**config.mk**
```make
export PLATFORM = sky130hd
export DESIGN_NAME = serial_rx
export DESIGN_NICKNAME = d
export VERILOG_FILES = /design/src/rtl/serial_pkg.sv /design/src/rtl/sync_2ff.sv /design/src/rtl/serial_rx.sv
export SDC_FILE = /design/constraint.sdc
export NUM_CORES = 1
export LEC_CHECK = 0
export ABC_AREA = 1
export BUFFER_PORTS_ARGS = -buffer_cell sky130_fd_sc_hd__buf_2
export CORE_AREA = 5 5 52 54
export CTS_BUF_LIST = sky130_fd_sc_hd__clkbuf_8
export DETAILED_ROUTE_END_ITERATION = 16
export DIE_AREA = 0 0 57 59
export GPL_ROUTABILITY_DRIVEN = 0
export PLACE_DENSITY = 0.82
export SYNTH_ARGS = -nofsm -noshare
export SYNTH_HDL_FRONTEND = slang
export SYNTH_SLANG_ARGS = --single-unit
```
**constraint.sdc**
```tcl
create_clock -name clock -period 3 [get_ports clock]
set_clock_uncertainty 0.2 [all_clocks]
set_input_delay 0.9 -clock clock [delete_from_list [all_inputs] [get_ports clock]]
set_output_delay 0.9 -clock clock [all_outputs]
set_load 0.02 [all_outputs]
```
**src/rtl/serial_pkg.sv**
```systemverilog
// Shared definitions for the serial receiver: FSM state encoding and
// default frame timing constants.
package serial_pkg;

    localparam int DEF_CLKS_PER_BIT = 16;
    localparam int DEF_DATA_BITS    = 8;

    typedef enum logic [2:0] {
        IDLE      = 3'd0,
        START     = 3'd1,
        DATA      = 3'd2,
        STOP      = 3'd3,
        WAIT_HIGH = 3'd4
    } rx_state_t;

endpackage

```
**src/rtl/sync_2ff.sv**
```systemverilog
// Two-flop synchronizer for the asynchronous serial line; both flops
// preset to 1 so that leaving reset looks like an idle line.
module sync_2ff (
    input  logic clock,
    input  logic reset,
    input  logic d,
    output logic q
);

    logic meta;

    always_ff @(posedge clock or posedge reset) begin
        if (reset) begin
            meta <= 1'b1;
            q    <= 1'b1;
        end else begin
            meta <= d;
            q    <= meta;
        end
    end

endmodule

```
**src/rtl/serial_rx.sv**
```systemverilog
// Serial receiver: 1 start bit, DATA_BITS data bits LSB first, 1 stop bit.
// Start bit is confirmed at mid-bit, then every bit is sampled one bit time apart.
module serial_rx
    import serial_pkg::*;
#(
    parameter int CLKS_PER_BIT = DEF_CLKS_PER_BIT,
    parameter int DATA_BITS    = DEF_DATA_BITS
) (
    input  logic                 clock,
    input  logic                 reset,
    input  logic                 rx,
    output logic [DATA_BITS-1:0] data_out,
    output logic                 data_valid,
    output logic                 frame_error,
    output logic                 busy
);

    localparam int BAUD_W = $clog2(CLKS_PER_BIT);
    localparam int BIT_W  = $clog2(DATA_BITS);
    localparam logic [BAUD_W-1:0] HALF_LAST = BAUD_W'(CLKS_PER_BIT / 2 - 1);
    localparam logic [BAUD_W-1:0] FULL_LAST = BAUD_W'(CLKS_PER_BIT - 1);
    localparam logic [BIT_W-1:0]  BIT_LAST  = BIT_W'(DATA_BITS - 1);

    logic                 rx_s;
    rx_state_t            state;
    rx_state_t            state_next;
    logic [BAUD_W-1:0]    baud_cnt;
    logic [BIT_W-1:0]     bit_cnt;
    logic [DATA_BITS-1:0] shift;
    logic                 baud_clear;
    logic                 bit_clear;
    logic                 sample_bit;
    logic                 load_word;
    logic                 stop_error;

    sync_2ff u_sync (
        .clock (clock),
        .reset (reset),
        .d     (rx),
        .q     (rx_s)
    );

    always_ff @(posedge clock or posedge reset) begin
        if (reset) begin
            state <= IDLE;
        end else begin
            state <= state_next;
        end
    end

    // The baud counter is held at zero outside the timed states, so every
    // timed state starts counting from a fresh sample point.
    always_comb begin
        state_next = state;
        baud_clear = 1'b0;
        bit_clear  = 1'b0;
        sample_bit = 1'b0;
        load_word  = 1'b0;
        stop_error = 1'b0;
        case (state)
            IDLE: begin
                baud_clear = 1'b1;
                if (!rx_s) begin
                    state_next = START;
                    bit_clear  = 1'b1;
                end
            end
            START: begin
                if (baud_cnt == HALF_LAST) begin
                    baud_clear = 1'b1;
                    state_next = rx_s ? IDLE : DATA;
                end
            end
            DATA: begin
                if (baud_cnt == FULL_LAST) begin
                    baud_clear = 1'b1;
                    sample_bit = 1'b1;
                    if (bit_cnt == BIT_LAST) begin
                        state_next = STOP;
                    end
                end
            end
            STOP: begin
                if (baud_cnt == FULL_LAST) begin
                    baud_clear = 1'b1;
                    if (rx_s) begin
                        load_word  = 1'b1;
                        state_next = IDLE;
                    end else begin
                        stop_error = 1'b1;
                        state_next = WAIT_HIGH;
                    end
                end
            end
            WAIT_HIGH: begin
                baud_clear = 1'b1;
                if (rx_s) begin
                    state_next = IDLE;
                end
            end
            default: begin
                state_next = IDLE;
            end
        endcase
    end

    always_ff @(posedge clock or posedge reset) begin
        if (reset) begin
            baud_cnt <= '0;
        end else if (baud_clear) begin
            baud_cnt <= '0;
        end else begin
            baud_cnt <= baud_cnt + 1'b1;
        end
    end

    always_ff @(posedge clock or posedge reset) begin
        if (reset) begin
            bit_cnt <= '0;
        end else if (bit_clear) begin
            bit_cnt <= '0;
        end else if (sample_bit) begin
            bit_cnt <= bit_cnt + 1'b1;
        end
    end

    // LSB arrives first, so shifting right leaves it in bit 0 at the end.
    always_ff @(posedge clock or posedge reset) begin
        if (reset) begin
            shift <= '0;
        end else if (sample_bit) begin
            shift <= {rx_s, shift[DATA_BITS-1:1]};
        end
    end

    always_ff @(posedge clock or posedge reset) begin
        if (reset) begin
            data_out    <= '0;
            data_valid  <= 1'b0;
            frame_error <= 1'b0;
        end else begin
            data_valid  <= load_word;
            frame_error <= stop_error;
            if (load_word) begin
                data_out <= shift;
            end
        end
    end

    assign busy = (state != IDLE);

endmodule

```
==> results.sh, run 1 <==
export IMPL_cp_max_fo=6
export IMPL_routedWlPerCell_um=12.4
export IMPL_cts_resized=0
export IMPL_r2r_start="baud_cnt[0]"
export IMPL_timing_fmax_ghz=0.436
export IMPL_clk_insertion_delay_late_ps=280
export IMPL_critPathMaxStageDelay_ps=430
export IMPL_slew_headroom=0.763
export IMPL_place_ws_ps=1020
export IMPL_rsz0062_at_grt="no"
export IMPL_post_route_drc_count=0
export IMPL_hp_class="reg -> reg"
export IMPL_hold_slack_ps=152
export IMPL_synth_area_sq_um=1340
export IMPL_first_pass_iters=4
export IMPL_power_density_nw_per_um2=783
export IMPL_grt_pass1_wl_um=4060
export IMPL_drt_total_wl_um=2360
export IMPL_cts_tree="built"
export IMPL_place_hpwl_um=1660
export IMPL_ff2ff_setup_slack_ps=1240
export IMPL_maxSlewViolCount=0
export IMPL_yosysSeqAreaShare=0.563
export IMPL_core_area_sq_um=2170
export IMPL_fp_row_count=17
export IMPL_die_w_um=57
export IMPL_hold_viol=0
export IMPL_ff2ff_path_depth=6
export IMPL_ys_ff_latch=30
export IMPL_finalSetupViolCount=0
export IMPL_setup_tns_ps=0
export IMPL_period_share=0.765
export IMPL_areaGrowthSynthToFinish_pct=17.0
export IMPL_nets=168
export IMPL_yosys_area_top_type="dfrtp_1"
export IMPL_end_kind="output pin"
export IMPL_die_h_um=59
export IMPL_hold_buffers=0
export IMPL_outcome="completed"
export IMPL_io_buffers=13
export IMPL_period_needed_ps=2300
export IMPL_vias_per_cell=5.08
export IMPL_start_util=0.617
export IMPL_cp_arrival_ps=1200
export IMPL_die_area_sq_um=3360
export IMPL_yosysUniqueCellTypes=21
export IMPL_r2r_end="bit_cnt[0]"
export IMPL_clockBufferDepth=2
export IMPL_postRouteAntennaNets=0
export IMPL_overflow=0
export IMPL_yosys_top_cells_area="dfrtp_1 (52%), nand2_1 (13%), o21ai_2 (5.2%), inv_1 (5.0%), dfstp_2 (3.9%)"
export IMPL_synth_cells=143
export IMPL_ir_drop_uv=751
export IMPL_layout_common_cells="nand2_1 (45), dfrtp_1 (28), inv_1 (18)"
export IMPL_synth_top_area_frac=0.523
export IMPL_cts_htree_levels=2
export IMPL_start_kind="flop"
export IMPL_crit_path_end="busy"
export IMPL_grt_max_degree=31
export IMPL_layout_setup_ws_ps=704
export IMPL_track_usage=0.162
export IMPL_postSynthAreaPerCell_sq_um=9.36
export IMPL_worst_pin_slew_ps=356
export IMPL_path_clk_slew_ps=60
export IMPL_worstSetupPathType="reg -> out"
export IMPL_n_antenna_cell=0
export IMPL_antenna_found_initial=0
export IMPL_power_leakage_uw=0.000815
export IMPL_maxCapViolCount=0
export IMPL_num_vias=970
export IMPL_clock_sinks=30
export IMPL_syn_num_nets=149
export IMPL_cp_slowest_cell="dfrtp_1"
export IMPL_crit_chain="nor2_1, nand2_1, buf_2"
export IMPL_ys_warn_count=0
export IMPL_drt_first_iter_violations=43
export IMPL_post_cts_buffers=0
export IMPL_grt_pass1_vias=968
export IMPL_required_ps=1900
export IMPL_cts_buffers=5
export IMPL_mostFrequentLayoutCell="nand2_1"
export IMPL_root_buffer="clkbuf_8"
export IMPL_final_layout_size_suffix_gt1_frac=0.233
export IMPL_pin_count=14
export IMPL_cp_startpoint="state[1]"
layer usage:
| metal | share of wire | up-vias | wire length [um] | global-route usage |
|---|---|---|---|---|
| li1 | - | 488 | - | - |
| met1 | 0.43 | 446 | 1010 | 0.185 |
| met2 | 0.49 | 28 | 1160 | 0.269 |
| met3 | 0.066 | 8 | 156 | 0.0719 |
| met4 | 0.017 | 0 | 40 | 0.0596 |
| met5 | 0 | - | 0 | 0 |
worst max-delay path, delay by kind of cell, from the launching register on:
family | cells | cell delay [ps]
and+or+nand+nor | 2 | 300
buffers and inverters | 1 | 180
DFF | 1 | 430
power by group:
part	internal (uW)	switching, uW
combinational	78.4	158
clock	354	150
sequential	442	44.3
logic make-up after synthesis:
family / synth area share
and+or+nand+nor: 0.221
DFF: 0.563
buffers and inverters: 0.0729
AOI/OAI and AO/OA: 0.103
adders and majority gates: 0.0280
xor gates and xnor gates: 0.0131
worst min path at each step:
stage / start / endpoint / slack, ps / cells after the start
after detailed placement: u_sync.meta / u_sync.q / 150 / 0
after global routing: u_sync.meta / u_sync.q / 160 / 0
final: u_sync.meta / u_sync.q / 150 / 0
after CTS: u_sync.meta / u_sync.q / 160 / 0
after global placement: u_sync.meta / u_sync.q / 150 / 0
after floorplan: u_sync.meta / u_sync.q / 150 / 0
synthesized netlist by cell type:
| cell | instances |
|---|---|
| buf_6 | 2 |
| dfrtp_1 | 28 |
| dfstp_2 | 2 |
| ha_1 | 3 |
| inv_1 | 18 |
| inv_2 | 2 |
| nand2_1 | 45 |
| nand3_1 | 3 |
| nand3_4 | 2 |
| nand3b_1 | 1 |
| nand4_1 | 2 |
| nor2_1 | 9 |
| nor2_2 | 1 |
| nor2_4 | 1 |
| nor3_1 | 1 |
| o211ai_1 | 1 |
| o21ai_0 | 9 |
| o21ai_1 | 3 |
| o21ai_2 | 8 |
| xnor2_1 | 1 |
| xor2_1 | 1 |
registers in the layout, indices dropped and copies added, names as in the netlist:
| name | flops |
|---|---|
| shift | 8 |
| data_valid | 1 |
| bit_cnt | 3 |
| state | 3 |
| data_out | 8 |
| u_sync.meta | 1 |
| u_sync.q | 1 |
| frame_error | 1 |
| baud_cnt | 4 |
area by class of cell:
class | instances | area, sq um
clock buffer | 6 | 82.6
clock inverter | 2 | 60.1
fill | 170 | 603
inverter | 20 | 75.1
multi-input combinational | 91 | 488
sequential | 30 | 753
tap | 28 | 35.0
timing repair buffer | 14 | 72.6
metrics by stage:
step	total power, uW	std cells	utilization	instance area [sq um]
6_report	1230	191	0.722	1570
5_1_grt	1300	191	0.722	1570
4_1_cts	1230	191	0.722	1570
2_1_floorplan	668	143	-	1340
3_3_place_gp	711	183	0.656	1420
3_5_place_dp	729	183	0.656	1420
(Power assumes the default switching activity.)
==> run 2: changes to the inputs <==
- CORE_AREA: 5 5 52 54 -> 5 5 54 56
- DIE_AREA: 0 0 57 59 -> 0 0 59 61
- PLACE_DENSITY: 0.82 -> 0.77
- clock period: 3 -> 2.3 ns (I/O delays scaled with it)
==> run 2 against run 1 <==
Compared with the run above: via count is 1.5% higher; flip-flop and latch count stayed put; critical path type unchanged; combinational power is 28% higher; largest cell class unchanged; final area is 3.1% lower; power is 11% higher.
==> results.sh, run 2 (synthesized netlist as in run 1, its figures left out) <==
export IMPL_start_kind="flop"
export IMPL_hold_buffers=0
export IMPL_core_area_sq_um=2390
export IMPL_place_hpwl_um=1720
export IMPL_final_layout_size_suffix_gt1_frac=0.227
export IMPL_cts_htree_levels=2
export IMPL_finish_utilization=0.636
export IMPL_period_share=0.902
export IMPL_stdcell_count=193
export IMPL_layout_common_cells="nand2_1 (45), dfrtp_1 (28), inv_1 (19)"
export IMPL_slew_headroom=0.756
export IMPL_critical_path_depth=3
export IMPL_crit_chain="nor2_1, nand2_1, buf_2"
export IMPL_num_vias=985
export IMPL_power_leakage_uw=0.000796
export IMPL_grt_max_degree=31
export IMPL_rsz0062_at_grt="no"
export IMPL_mostFrequentLayoutCell="nand2_1"
export IMPL_clockBufferDepth=2
export IMPL_maxSlewViolCount=0
export IMPL_cp_max_fo=6
export IMPL_power_uw=1370
export IMPL_reg_top3="data_out x8, shift x8, baud_cnt x4"
export IMPL_nFillCells=212
export IMPL_overflow=0
export IMPL_fp_row_count=18
export IMPL_ir_drop_uv=607
export IMPL_cts_tree="built"
export IMPL_areaGrowthSynthToFinish_pct=13.4
export IMPL_clock_sinks=30
export IMPL_drt_total_wl_um=2380
export IMPL_hp_class="reg -> reg"
export IMPL_drt_first_iter_violations=42
export IMPL_track_usage=0.162
export IMPL_start_util=0.561
export IMPL_post_route_drc_count=0
export IMPL_die_area_sq_um=3600
export IMPL_cts_resized=0
export IMPL_nets=168
export IMPL_postRouteAntennaNets=0
export IMPL_maxCapViolCount=0
export IMPL_cts_buffers=5
export IMPL_io_buffers=13
export IMPL_post_cts_buffers=0
export IMPL_pin_count=14
export IMPL_worst_pin_slew_ps=366
export IMPL_worstSetupPathType="reg -> out"
export IMPL_clk_insertion_delay_late_ps=290
export IMPL_ff2ff_path_depth=6
export IMPL_path_clk_slew_ps=60
export IMPL_setup_tns_ps=0
export IMPL_required_ps=1410
export IMPL_timing_fmax_ghz=0.482
export IMPL_hold_viol=0
export IMPL_min_path_cells=0
export IMPL_cp_startpoint="state[1]"
export IMPL_n_antenna_cell=0
export IMPL_critPathMaxStageDelay_ps=430
export IMPL_die_h_um=61
export IMPL_period_needed_ps=2070
export IMPL_dpl_cell_count=185
export IMPL_power_density_nw_per_um2=900
export IMPL_end_kind="output pin"
export IMPL_cp_arrival_ps=1180
export IMPL_r2r_start="baud_cnt[0]"
export IMPL_finalSetupViolCount=0
export IMPL_crit_family="flip-flops"
export IMPL_min_from="u_sync.meta"
export IMPL_antenna_found_initial=0
export IMPL_cp_slowest_cell="dfrtp_1"
export IMPL_cp_num_buf_inv=1
export IMPL_die_w_um=59
export IMPL_first_pass_iters=4
export IMPL_outcome="completed"
export IMPL_vias_per_cell=5.10
export IMPL_grt_pass1_vias=950
export IMPL_root_buffer="clkbuf_8"
export IMPL_routedWlPerCell_um=12.3
export IMPL_grt_pass1_wl_um=4050
export IMPL_hold_slack_ps=156
## run 2: through the flow
| step | setup slack [ps] | area, sq um |
|---|---|---|
| after floorplan | 683 | 1340 |
| after global placement | 568 | 1430 |
| after detailed placement | 528 | 1430 |
| after CTS | 221 | 1520 |
| after global routing | 132 | 1520 |
| final | 226 | 1520 |
## run 2: area by class of cell
class                      count  area (sq um)  area share
clock buffer                   6          82.6      0.0544
clock inverter                 2          8.76     0.00577
inverter                      20          75.1      0.0495
multi-input combinational     91           488       0.322
sequential                    30           753       0.496
tap                           30          37.5      0.0247
timing repair buffer          14          72.6      0.0478
## run 2: layer usage
| layer | track usage | up-vias | part of all wire |
|---|---|---|---|
| met5 | 0 | - | 0 |
| met4 | 0.113 | 0 | 0.040 |
| met3 | 0.0787 | 11 | 0.065 |
| met2 | 0.260 | 29 | 0.48 |
| met1 | 0.168 | 456 | 0.41 |
| li1 | - | 489 | - |
## run 2: path summary, 6_finish.rpt
| path | slack, ps | to |
|---|---|---|
| min in group asynchronous | 270 | shift[5] |
| hold / removal | 160 | u_sync.q |
| max in group asynchronous | 1320 | u_sync.meta |
| hold reg to reg | 160 | u_sync.q |
| setup reg to reg | 580 | bit_cnt[2] |
| setup / recovery | 230 | busy |
## run 2: report_power, final
part / internal (uW) / switching [uW]
registers: 577 / 56.5
clock network: 236 / 194
logic: 101 / 202
